[src/rtl/frame_deserializer.sv]
// Serial-to-parallel frame receiver with inter-frame gap enforcement,
// a one-deep valid/ready output register, abort and overrun reporting.
module frame_deserializer #(
    parameter int FRAME_W    = 71,
    parameter int GAP_CYCLES = 2,
    parameter bit LSB_FIRST  = 1'b0
) (
    input  logic                         clk,
    input  logic                         reset,
    input  logic                         rx_enable,
    input  logic                         bit_in,
    output logic [FRAME_W-1:0]           frame_data,
    output logic                         frame_valid,
    input  logic                         frame_ready,
    output logic                         busy,
    output logic [$clog2(FRAME_W+1)-1:0] bit_count,
    output logic                         abort_pulse,
    output logic                         overrun
);

    localparam int CW = $clog2(FRAME_W + 1);
    localparam int GW = (GAP_CYCLES > 1) ? $clog2(GAP_CYCLES) : 1;
    localparam int GAP_LAST = (GAP_CYCLES > 0) ? GAP_CYCLES - 1 : 0;

    typedef enum logic [1:0] {
        IDLE,
        SHIFT,
        GAP
    } state_t;

    state_t             state;
    logic [FRAME_W-1:0] shreg;
    logic [FRAME_W-1:0] shift_next;
    logic [CW-1:0]      count;
    logic [GW-1:0]      gap_cnt;
    logic               capture;
    logic               last;

    // count holds bits captured before this cycle; bit_count includes
    // the bit being captured now, so it reads 1..FRAME_W across a frame.
    always_comb begin
        capture = rx_enable && (state == IDLE || state == SHIFT);
        last    = capture && (count == CW'(FRAME_W - 1));
        if (LSB_FIRST)
            shift_next = {bit_in, shreg[FRAME_W-1:1]};
        else
            shift_next = {shreg[FRAME_W-2:0], bit_in};
        bit_count = (capture && !reset) ? count + 1'b1 : '0;
    end

    assign busy = (state != IDLE);

    always_ff @(posedge clk) begin
        if (reset) begin
            state       <= IDLE;
            shreg       <= '0;
            count       <= '0;
            gap_cnt     <= '0;
            abort_pulse <= 1'b0;
            frame_data  <= '0;
            frame_valid <= 1'b0;
            overrun     <= 1'b0;
        end else begin
            abort_pulse <= 1'b0;
            unique case (state)
                IDLE, SHIFT: begin
                    if (last) begin
                        shreg   <= '0;
                        count   <= '0;
                        gap_cnt <= '0;
                        state   <= (GAP_CYCLES > 0) ? GAP : IDLE;
                    end else if (capture) begin
                        shreg <= shift_next;
                        count <= count + 1'b1;
                        state <= SHIFT;
                    end else begin
                        shreg       <= '0;
                        count       <= '0;
                        abort_pulse <= (state == SHIFT);
                        state       <= IDLE;
                    end
                end
                GAP: begin
                    gap_cnt <= gap_cnt + 1'b1;
                    if (gap_cnt == GW'(GAP_LAST))
                        state <= IDLE;
                end
                default: state <= IDLE;
            endcase

            // A completing frame may replace one that transfers this cycle.
            if (last) begin
                if (!frame_valid || frame_ready) begin
                    frame_data  <= shift_next;
                    frame_valid <= 1'b1;
                end else begin
                    overrun <= 1'b1;
                end
            end else if (frame_valid && frame_ready) begin
                frame_valid <= 1'b0;
            end
        end
    end

endmodule

[config.mk]
export PLATFORM = sky130hd
export DESIGN_NAME = frame_deserializer
export DESIGN_NICKNAME = d
export VERILOG_FILES = /design/src/rtl/frame_deserializer.sv
export SDC_FILE = /design/constraint.sdc
export NUM_CORES = 1
export LEC_CHECK = 0
export CORE_MARGIN = 2
export CORE_UTILIZATION = 45
export DETAILED_ROUTE_END_ITERATION = 10
export PLACE_DENSITY = 0.7
export SLEW_MARGIN = 20
export SYNTH_ARGS = -nofsm -noshare
export SYNTH_HDL_FRONTEND = slang
export SYNTH_SLANG_ARGS = --single-unit
export TNS_END_PERCENT = 100
[constraint.sdc]
create_clock -name clk -period 1.98 [get_ports clk]
set_clock_uncertainty 0.2 [all_clocks]
set_input_delay 0.495 -clock clk [delete_from_list [all_inputs] [get_ports clk]]
set_output_delay 0.495 -clock clk [all_outputs]
set_load 0.1 [all_outputs]
==> results.json <==
{
  "outcome": "finished with violations",
  "violations": "setup timing",
  "drive_above_1_share": 0.320,
  "r2r-start": "count[0]",
  "cap_violations": 0,
  "antenna_found_initial": 0,
  "first_pass_iters": 5,
  "endpoint_kind": "output port",
  "num_vias": 4718,
  "root_buffer": "clkbuf_16",
  "fin_util": 0.693,
  "path_buf_inv": 1,
  "internal_power_mw": 4.95,
  "cp_top_family": "simple AND/OR/NAND/NOR gates",
  "io_pins": 87,
  "critPathKind": "reg -> out",
  "setup_viol": 8,
  "reg2reg_setup_slack_ns": 0.06,
  "grt_usage": 0.195,
  "startpoint_type": "register",
  "layout.nets": 738,
  "p_leak_nw": 2.99,
  "switchingPower_mw": 1.42,
  "die_area_mm2": 0.0136,
  "first_global_vias": 4343,
  "cts_tree": "done",
  "drt_iter0_markers": 233,
  "cts.clk_slew.worst_paths_ns": 0.06,
  "dp_hpwl_mm": 7.87,
  "timing.rr.end": "frame_data[57]",
  "ctsHoldBuffers": 0,
  "io_buffers": 86,
  "ys_ff_latch": 154,
  "fin_crit_sh": 1.20,
  "power_mw": 6.37,
  "rows": 41,
  "wire_per_inst_um": 14.4,
  "setup_ws_ns": -0.402,
  "ir_worst_vdd_uv": 556,
  "switching_share": 0.223,
  "grt_max_degree": 115,
  "clkPwrFrac": 0.478,
  "layout.cells.non_filler": 916,
  "worst_pin_slew_ns": 0.516,
  "ant_nets": 0,
  "cts_num_sinks": 154,
  "crit_fanout": 3,
  "arrival_ns": 1.69,
  "synthCells": 632,
  "syn_area_per_cell_um2": 9.02,
  "slowest_delay_ns": 0.35,
  "grt_setup_unrepaired": "true",
  "holdPathStages": 2,
  "grt_pass1_wl_mm": 21.2,
  "fmax_mhz": 420,
  "final_cell_mix": "148 x dfxtp_1, 130 x nand2_1, 93 x buf_12",
  "overflow": 0,
  "power_frac_seq": 0.488,
  "core_mm2": 0.0125,
  "relSlewSlack": 0.656,
  "insertion_delay_ns": 0.40,
  "worstHoldEndpoint": "frame_data[70]",
  "fp.dieW_um": 117,
  "cts_buffer_depth": 2,
  "crit_chain": "ha_4, nand3_4, or2_4, xor2_2, nor2_4, buf_12",
  "drcViolationCount": 0,
  "h-tree-depth": 4,
  "syn2layout_area_growth_pct": 51.5,
  "min_period_ns": 2.38,
  "slowest_stage": "dfxtp_2",
  "slew_viol_final": 0,
  "yosysSeqAreaShare": 0.541,
  "gp_congestion": 0.754,
  "die_h_um": 117,
  "r2r_cells": 8,
  "cp.required_ns": 1.28,
  "hold_path.class": "reg -> reg",
  "viasPerCell": 5.15,
  "hold_viol_final": 0,
  "syn-cell-area_mm2": 0.00570,
  "p_per_area_mw_per_mm2": 737,
  "hp-start": "shreg[69]",
  "syn_nets": 639,
  "routed_wl_mm": 13.2,
  "start_util": 0.457,
  "final_common_cell": "dfxtp_1",
  "p_comb_frac": 0.034,
  "place_inst": 870,
  "cts_buffers": 17,
  "synth_cell_type_count": 37,
  "antenna_cells": 0,
  "ys_warn_count": 0,
  "fillCellCount": 909
}
## state kept, by name, summed over array words and instances (netlist names)
name         count
abort_pulse      1
count            7
frame_data      71
frame_valid      1
gap_cnt          1
overrun          1
shreg           70
state            2
## logic make-up after synthesis
logic type / share of synthesized area
XOR/XNOR: 0.00769
AND/OR/NAND/NOR: 0.197
adder cells (fa/ha/maj): 0.00439
buffers and inverters: 0.0584
AO/OA/AOI/OAI: 0.191
flip-flops: 0.541
## power by group through the flow
stage | sequential, mW | combinational, mW | clock [mW]
2_1_floorplan | 3.18 | 0.124 | 0
3_3_place_gp | 3.18 | 0.198 | 0
3_5_place_dp | 3.18 | 0.203 | 0
4_1_cts | 3.11 | 0.208 | 3.11
5_1_grt | 3.10 | 0.229 | 3.25
6_report | 3.11 | 0.216 | 3.05
## tightest hold or removal path, delay by kind of cell, from the launching register on
kind | cells | cell delay [ns]
and+or+nand+nor | 1 | 0.06
DFF | 1 | 0.31
AOI/OAI and AO/OA | 1 | 0.05
## synthesized netlist by cell type (all sizes together)
cell / n / area (um2)
a31oi: 2 / 12.5
and4bb: 1 / 12.5
buf: 24 / 224
or4: 2 / 15.0
and2: 1 / 6.26
nor2: 82 / 308
and4: 1 / 11.3
nand4b: 1 / 8.76
nor4: 2 / 12.5
and2b: 2 / 15.0
xnor2: 1 / 8.76
ha: 2 / 25.0
nand2: 150 / 611
a21oi: 79 / 508
nand3: 5 / 25.0
inv: 2 / 7.51
clkbuf: 27 / 101
a22oi: 71 / 533
nand3b: 2 / 15.0
o21ba: 1 / 10.0
and3: 1 / 6.26
nand4: 1 / 12.5
nor4b: 1 / 8.76
or2: 3 / 18.8
a21boi: 1 / 7.51
o221ai: 1 / 8.76
nand2b: 6 / 37.5
o21ai: 2 / 10.0
xor2: 4 / 35.0
dfxtp: 154 / 3080
## per-stage QoR
step | hold WS, ns | setup slack (ns) | setup TNS (ns) | instance area, um2
floorplan | 0.232 | -0.232 | -0.881 | 5810
global placement | 0.248 | -0.431 | -27.62 | 7730
detailed placement | 0.260 | -0.464 | -31.40 | 7730
CTS | 0.269 | -0.425 | -2.45 | 8460
global route | 0.288 | -0.466 | -2.55 | 8630
finish | 0.264 | -0.402 | -2.00 | 8630
## worst max path at each step
stage	depth (start not counted)	to	slack, ns	from
2_1_floorplan	5	bit_count[6]	-0.23	count[0]
3_3_place_gp	6	bit_count[0]	-0.43	rx_enable
3_5_place_dp	6	bit_count[0]	-0.46	rx_enable
4_1_cts	6	bit_count[6]	-0.43	count[0]
5_1_grt	6	bit_count[6]	-0.47	count[0]
6_report	6	bit_count[6]	-0.40	count[1]
## routing by layer
| metal | global-route usage | wire length (um) | vias to the layer above |
|---|---|---|---|
| met1 | 0.260 | 5850 | 2250 |
| li1 | - | - | 2337 |
| met3 | 0.0327 | 520 | 14 |
| met4 | 0.0738 | 208 | 0 |
| met5 | 0 | 0 | - |
| met2 | 0.317 | 6640 | 117 |
## area by class of cell
cell class                      count  area [um2]  share of cell area
Clock buffer                       20         447              0.0517
Clock inverter                     12         116              0.0135
Inverter                            2        7.51            0.000869
Multi-Input combinational cell    425        2460               0.285
Sequential cell                   154        3100               0.359
Tap cell                          172         215              0.0249
Timing Repair Buffer              131        2290               0.265
## timing repair
item	in CTS	in global routing
gates cloned	3	3
buffers inserted	2	8
gates resized for setup	12	9
pin swaps	4	9
endpoints found under the setup margin	10	104
Power figures use the tool's default switching activity.
